==> src/rtl/lcd_delay_timer_if.sv <==
// Bus between the LCD init sequencer (master) and the delay timer (slave).
//
// Handshake: the master pulses start for one cycle with delay_ticks/periodic
// valid in that same cycle; there is no ready, because the timer accepts a
// start in every cycle (a start while running is a retrigger). The timer
// answers with a one-cycle done pulse at each terminal count and holds busy
// high while a delay is in progress. abort may be pulsed at any time and
// cancels the run without a done.
interface lcd_delay_timer_if #(
  parameter int CNT_W = 30
);
  logic             start;
  logic [CNT_W-1:0] delay_ticks;
  logic             periodic;
  logic             abort;
  logic             busy;
  logic             done;
  logic [CNT_W-1:0] ticks_left;
  logic             state_dbg;

  modport master (
    output start, delay_ticks, periodic, abort,
    input  busy, done, ticks_left, state_dbg
  );

  modport slave (
    input  start, delay_ticks, periodic, abort,
    output busy, done, ticks_left, state_dbg
  );
endinterface

==> src/rtl/lcd_delay_timer.sv <==
// Prescaled start/done delay timer for LCD power-up and command waits.
// A prescaler turns PRE_DIV clock cycles into one tick; the tick counter
// counts a latched length N down to the terminal count, then either stops
// (one-shot) or reloads (periodic). state_dbg mirrors the FSM state.
module lcd_delay_timer #(
  parameter int CNT_W   = 30,
  parameter int PRE_DIV = 50
) (
  input  logic               clk,
  input  logic               rst,
  lcd_delay_timer_if.slave   bus
);

  // Prescaler needs at least one bit even when PRE_DIV = 1 (no prescaling).
  localparam int PRE_W = (PRE_DIV > 1) ? $clog2(PRE_DIV) : 1;
  localparam logic [PRE_W-1:0] PRE_MAX = PRE_W'(PRE_DIV - 1);

  typedef enum logic {
    IDLE = 1'b0,
    RUN  = 1'b1
  } state_t;

  state_t             state_q, state_d;
  logic [PRE_W-1:0]   pre_cnt_q, pre_cnt_d;
  logic [CNT_W-1:0]   ticks_q, ticks_d;
  logic [CNT_W-1:0]   n_lat_q, n_lat_d;
  logic               per_lat_q, per_lat_d;
  logic               done_q, done_d;

  logic               wrap;
  logic               term_cnt;
  logic [CNT_W-1:0]   n_eff;

  // A zero length would never reach terminal count, so it runs as one tick.
  assign n_eff    = (bus.delay_ticks == '0) ? CNT_W'(1) : bus.delay_ticks;
  assign wrap     = (pre_cnt_q == PRE_MAX);
  assign term_cnt = (state_q == RUN) && wrap && (ticks_q == CNT_W'(1));

  // Next-state logic: abort beats start, start beats counting.
  always_comb begin
    state_d   = state_q;
    pre_cnt_d = pre_cnt_q;
    ticks_d   = ticks_q;
    n_lat_d   = n_lat_q;
    per_lat_d = per_lat_q;
    done_d    = 1'b0;

    if (bus.abort) begin
      // Cancels even a coinciding terminal count: no done is issued.
      state_d   = IDLE;
      ticks_d   = '0;
      pre_cnt_d = '0;
    end else if (bus.start) begin
      // Retrigger keeps the done of a run that ends in this very cycle.
      done_d    = term_cnt;
      state_d   = RUN;
      n_lat_d   = n_eff;
      ticks_d   = n_eff;
      per_lat_d = bus.periodic;
      pre_cnt_d = '0;
    end else begin
      case (state_q)
        RUN: begin
          if (wrap) begin
            pre_cnt_d = '0;
            if (term_cnt) begin
              done_d = 1'b1;
              if (per_lat_q) begin
                ticks_d = n_lat_q;
              end else begin
                ticks_d = '0;
                state_d = IDLE;
              end
            end else if (ticks_q != '0) begin
              ticks_d = ticks_q - CNT_W'(1);
            end
          end else begin
            pre_cnt_d = pre_cnt_q + PRE_W'(1);
          end
        end
        default: begin
          // IDLE holds the counter at zero until the next start.
          ticks_d   = '0;
          pre_cnt_d = '0;
        end
      endcase
    end
  end

  // State register with synchronous reset.
  always_ff @(posedge clk) begin
    if (rst) begin
      state_q   <= IDLE;
      pre_cnt_q <= '0;
      ticks_q   <= '0;
      n_lat_q   <= '0;
      per_lat_q <= 1'b0;
      done_q    <= 1'b0;
    end else begin
      state_q   <= state_d;
      pre_cnt_q <= pre_cnt_d;
      ticks_q   <= ticks_d;
      n_lat_q   <= n_lat_d;
      per_lat_q <= per_lat_d;
      done_q    <= done_d;
    end
  end

  assign bus.busy       = (state_q == RUN);
  assign bus.done       = done_q;
  assign bus.ticks_left = ticks_q;
  assign bus.state_dbg  = state_q;

endmodule
==> src/flat_wrapper.sv <==
// flat-port wrapper written by rule: the top's interface ports become plain ports
module lcd_delay_timer_flat 
#(
  parameter int CNT_W   = 30,
  parameter int PRE_DIV = 50
)
  (clk, rst, bus_start, bus_delay_ticks, bus_periodic, bus_abort, bus_busy, bus_done, bus_ticks_left, bus_state_dbg);
  lcd_delay_timer_if #(.CNT_W(CNT_W)) bus_i ();
  input  logic clk;
  input  logic rst;
  input wire logic [$bits(bus_i.start)-1:0] bus_start;
  input wire logic [$bits(bus_i.delay_ticks)-1:0] bus_delay_ticks;
  input wire logic [$bits(bus_i.periodic)-1:0] bus_periodic;
  input wire logic [$bits(bus_i.abort)-1:0] bus_abort;
  output wire logic [$bits(bus_i.busy)-1:0] bus_busy;
  output wire logic [$bits(bus_i.done)-1:0] bus_done;
  output wire logic [$bits(bus_i.ticks_left)-1:0] bus_ticks_left;
  output wire logic [$bits(bus_i.state_dbg)-1:0] bus_state_dbg;
  assign bus_i.start = bus_start;
  assign bus_i.delay_ticks = bus_delay_ticks;
  assign bus_i.periodic = bus_periodic;
  assign bus_i.abort = bus_abort;
  assign bus_busy = bus_i.busy;
  assign bus_done = bus_i.done;
  assign bus_ticks_left = bus_i.ticks_left;
  assign bus_state_dbg = bus_i.state_dbg;
  lcd_delay_timer #(.CNT_W(CNT_W), .PRE_DIV(PRE_DIV)) u_core (.clk(clk), .rst(rst), .bus(bus_i));
endmodule
==> config.mk <==
export PLATFORM = sky130hd
export DESIGN_NAME = lcd_delay_timer_flat
export DESIGN_NICKNAME = d
export VERILOG_FILES = /design/src/rtl/lcd_delay_timer_if.sv /design/src/rtl/lcd_delay_timer.sv /design/src/flat_wrapper.sv
export SDC_FILE = /design/constraint.sdc
export NUM_CORES = 1
export LEC_CHECK = 0
export CAP_MARGIN = 5
export CORE_MARGIN = 2
export CORE_UTILIZATION = 43
export DETAILED_ROUTE_END_ITERATION = 16
export GPL_ROUTABILITY_DRIVEN = 0
export GPL_TIMING_DRIVEN = 0
export PLACE_DENSITY = 0.67
export SLEW_MARGIN = 20
export SYNTH_ARGS = -nofsm -noshare
export SYNTH_HDL_FRONTEND = slang
export SYNTH_SLANG_ARGS = --single-unit
==> constraint.sdc <==
create_clock -name clk -period 3.17 [get_ports clk]
set_input_delay 0.317 -clock clk [delete_from_list [all_inputs] [get_ports clk]]
set_output_delay 0.317 -clock clk [all_outputs]
set_load 0.05 [all_outputs]
==> results.md <==
- Height of the die: approximately 98 um
- Longest Clk Path Bufs: 2
- Tmin final: 3053 ps
- Tot GR Track Use: 27.39%
- YS warnings: 0
- Total gr overflow: 0
- Nets: 631
- Worst EP arrival: 3270 ps
- Root Driver: clkbuf_8
- TritonCTS clock tree: done
- H-tree depth: 3
- Cts hold-fix bufs: 0
- Via count: 4327
- Unrepaired setup endpoints after global routing: no
- Post-synthesis register bit count: 69
- Worst slew pin tran: 777.0 ps
- PostCTS Resize Cnt: 0
- Syn Area/Cell: 7.413 um^2
- Post-DRT Antenna Nets: 0
- CP Class: flip-flop to flip-flop
- CP peak stage delay: 590 ps
- Layout cells sized above 1: 4.690%
- Post-Route Setup TNS: 0 ps
- Post-Syn Area: approximately 3800 um^2
- CP Capture Type: flip-flop
- First-pass GRT wire length: 21.22 mm
- Final period util: 96.32%
- Mapped Nets: about 560
- P_leak: 1.723 nW
- Worst EP required: about 3400 ps
- Diodes inserted: 0
- Clk_lat worst skew: 340 ps
- Crit-path max FO: 9
- Async SR Flop Fraction: 0%
- Vias/cell: 6.138
- Critical Path, Cell by Cell: or4_4, nor3_1, nand3_1, and4_1, a221oi_1, o22ai_1
- Drt drc: 0
- Clock Skew: 7.688 ps
- EDFF count, synth: 0
- CTS Sinks: 69
- Max VDD drop: between 0.3 and 0.4 mV
- Routed length per instance: between 15 and 20 um
- Initial DRC Count: 509
- Die area: between 9000 and 10000 um^2
- Largest net degree at the start of global routing: 13
- Yosys cell types: 56
- Post-Route WL: 13.25 mm
- Post-CTS setup buffers: 0
- I/O pins: 68
- Initial antenna violation count: 0
- Final hold vios: 0
- Tot Pwr: 2.128 mW
- DRT Pass-1 Iters: 8
- Critical path's slowest cell: nor3_1
- Power per Cell Area: 443.3 nW/um^2
- HP Class: input port to flip-flop
- Fmax: around 0.33 GHz
- Initial core utilization: 44.07%
- # setup viols final: 0
- HPWL Detailed: between 10 and 15 mm
- Die X: roughly 98 um
- Clock transition at path regs: ~80 ps
- Maxcap violations: 0
- Gate Count Post-Synth: around 520
- Max Slew Vio Count: 0
- Status: finished clean
- IO buf count: 65
- Slew HR: 47.72%
- Area delta synth->final: 25.52%
- Startpoint Class: flip-flop
- Synth Flop Type: dfxtp_1
- Core area: 8678 um^2
- Num CTS Buffers: 9
- Site row count: 34
- Sequential area share after synthesis: 36.11%
- Number of global-route vias before repair: roughly 4000
[routing by layer]
| metal | part of all wire (%) | wire, um | vias up | GRT usage [%] |
|---|---|---|---|---|
| met5 | 0 | 0 | - | 0 |
| met4 | 2.2 | 290 | 0 | 8.008 |
| met3 | 11 | 1480 | 36 | 5.440 |
| met2 | 44 | 5769 | 280 | 40.87 |
| met1 | 43 | 5707 | 1987 | 40.04 |
| li1 | - | - | 2024 | - |
[flip-flops by register name, summed over array words and instances, names as in the netlist]
register / flops
u_core.bus.busy: 1
u_core.bus.done: 1
u_core.bus.ticks_left: 30
u_core.n_lat_q: 30
u_core.per_lat_q: 1
u_core.pre_cnt_q: 6
[cell families (layout without fill, tap and decap cells)]
kind of cell / count (synthesis) / count (layout) / share of synthesized area, %
fa+ha+maj: 4 / 4 / 1.309
mux: 1 / 1 / 0.2617
compound gates: 141 / 141 / 22.54
flops: 69 / 69 / 36.11
simple gates: 241 / 241 / 30.75
xor+xnor: 20 / 20 / 4.580
buf+inv: 40 / 121 / 4.449
[path summary, 6_finish.rpt]
check | cells after the start | slack (ps) | to | startpoint
hold reg to reg | 2 | 460 | u_core.n_lat_q[2] | u_core.n_lat_q[2]
setup reg to reg | 6 | 120 | u_core.bus.ticks_left[24] | u_core.bus.ticks_left[16]
hold / removal | 2 | 310 | u_core.n_lat_q[0] | rst
setup / recovery | 6 | 120 | u_core.bus.ticks_left[24] | u_core.bus.ticks_left[16]
[Yosys cell counts, types with 2 or more instances]
master / number / area [um^2]
clkbuf_1: 29 / 108.9
a211o_1: 2 / 17.52
dfxtp_1: 69 / 1381
nor3_1: 13 / 65.06
o211a_1: 2 / 20.02
nand2b_1: 2 / 12.51
nor4_1: 18 / 112.6
or4_4: 2 / 22.52
a21oi_1: 53 / 265.3
a2111oi_0: 2 / 17.52
nand4b_1: 3 / 26.28
a221oi_1: 5 / 43.79
o21ai_0: 33 / 165.2
nand4_1: 7 / 43.79
buf_1: 2 / 7.510
nand2_1: 100 / 375.4
or3_1: 7 / 43.79
o22ai_1: 4 / 25.02
a31oi_1: 17 / 106.4
o211ai_1: 3 / 22.52
xnor2_1: 11 / 96.34
inv_1: 5 / 18.77
a22oi_1: 2 / 15.01
nand3_1: 10 / 50.05
and4_1: 3 / 26.28
xor2_1: 9 / 78.83
or4_1: 3 / 22.52
buf_6: 2 / 22.52
nor2_1: 47 / 176.4
ha_1: 4 / 50.05
nor4bb_1: 2 / 20.02
and3_1: 13 / 81.33
a22o_1: 9 / 78.83
[layout make-up]
cell class	instances	area [um^2]
Sequential cell	69	1381
Fill cell	879	3877
Buffer	35	151.4
Timing Repair Buffer	65	650.6
Inverter	5	18.77
Clock buffer	9	123.9
Clock inverter	7	66.31
Tap cell	108	135.1
Multi-Input combinational cell	407	2273
[worst max-delay path: cells and delay by family (launching register included)]
kind | cells | cell delay [ps]
DFF | 1 | 410
and+or+nand+nor | 4 | 2060
AOI/OAI and AO/OA | 2 | 440
[power by group]
part	internal [mW]	total (mW)	switching, mW
clock network	0.359	0.713	0.354
registers	0.899	0.935	0.0360
logic	0.182	0.480	0.298
total	1.44	2.13	0.688
[cell usage in the layout, fill, tap and decap left out, types with 17 or more instances in the layout]
cell type / synthesis / routed
dfxtp_1: 69 / 69
o21ai_0: 33 / 33
clkbuf_1: 29 / 29
clkdlybuf4s50_1: 0 / 65
a21oi_1: 53 / 53
nor4_1: 18 / 18
a31oi_1: 17 / 17
nor2_1: 47 / 47
nand2_1: 100 / 100
[metrics by stage]
| step | hold slack [ps] | utilization (%) | instance area [um^2] | setup WS, ps | std cells |
|---|---|---|---|---|---|
| final | 305.8 | 55.32 | 4801 | 116.5 | 705 |
| after global routing | 349.7 | 55.32 | 4801 | 20.26 | 705 |
| after CTS | 308.8 | 55.32 | 4801 | 287.0 | 705 |
| after detailed placement | 448.2 | 53.13 | 4611 | 320.9 | 689 |
| after global placement | 442.2 | 53.13 | 4611 | 284.4 | 689 |
| after floorplan | 429.5 | - | 3825 | 383.8 | 516 |
No activity file was read; power rests on OpenSTA's default activity.
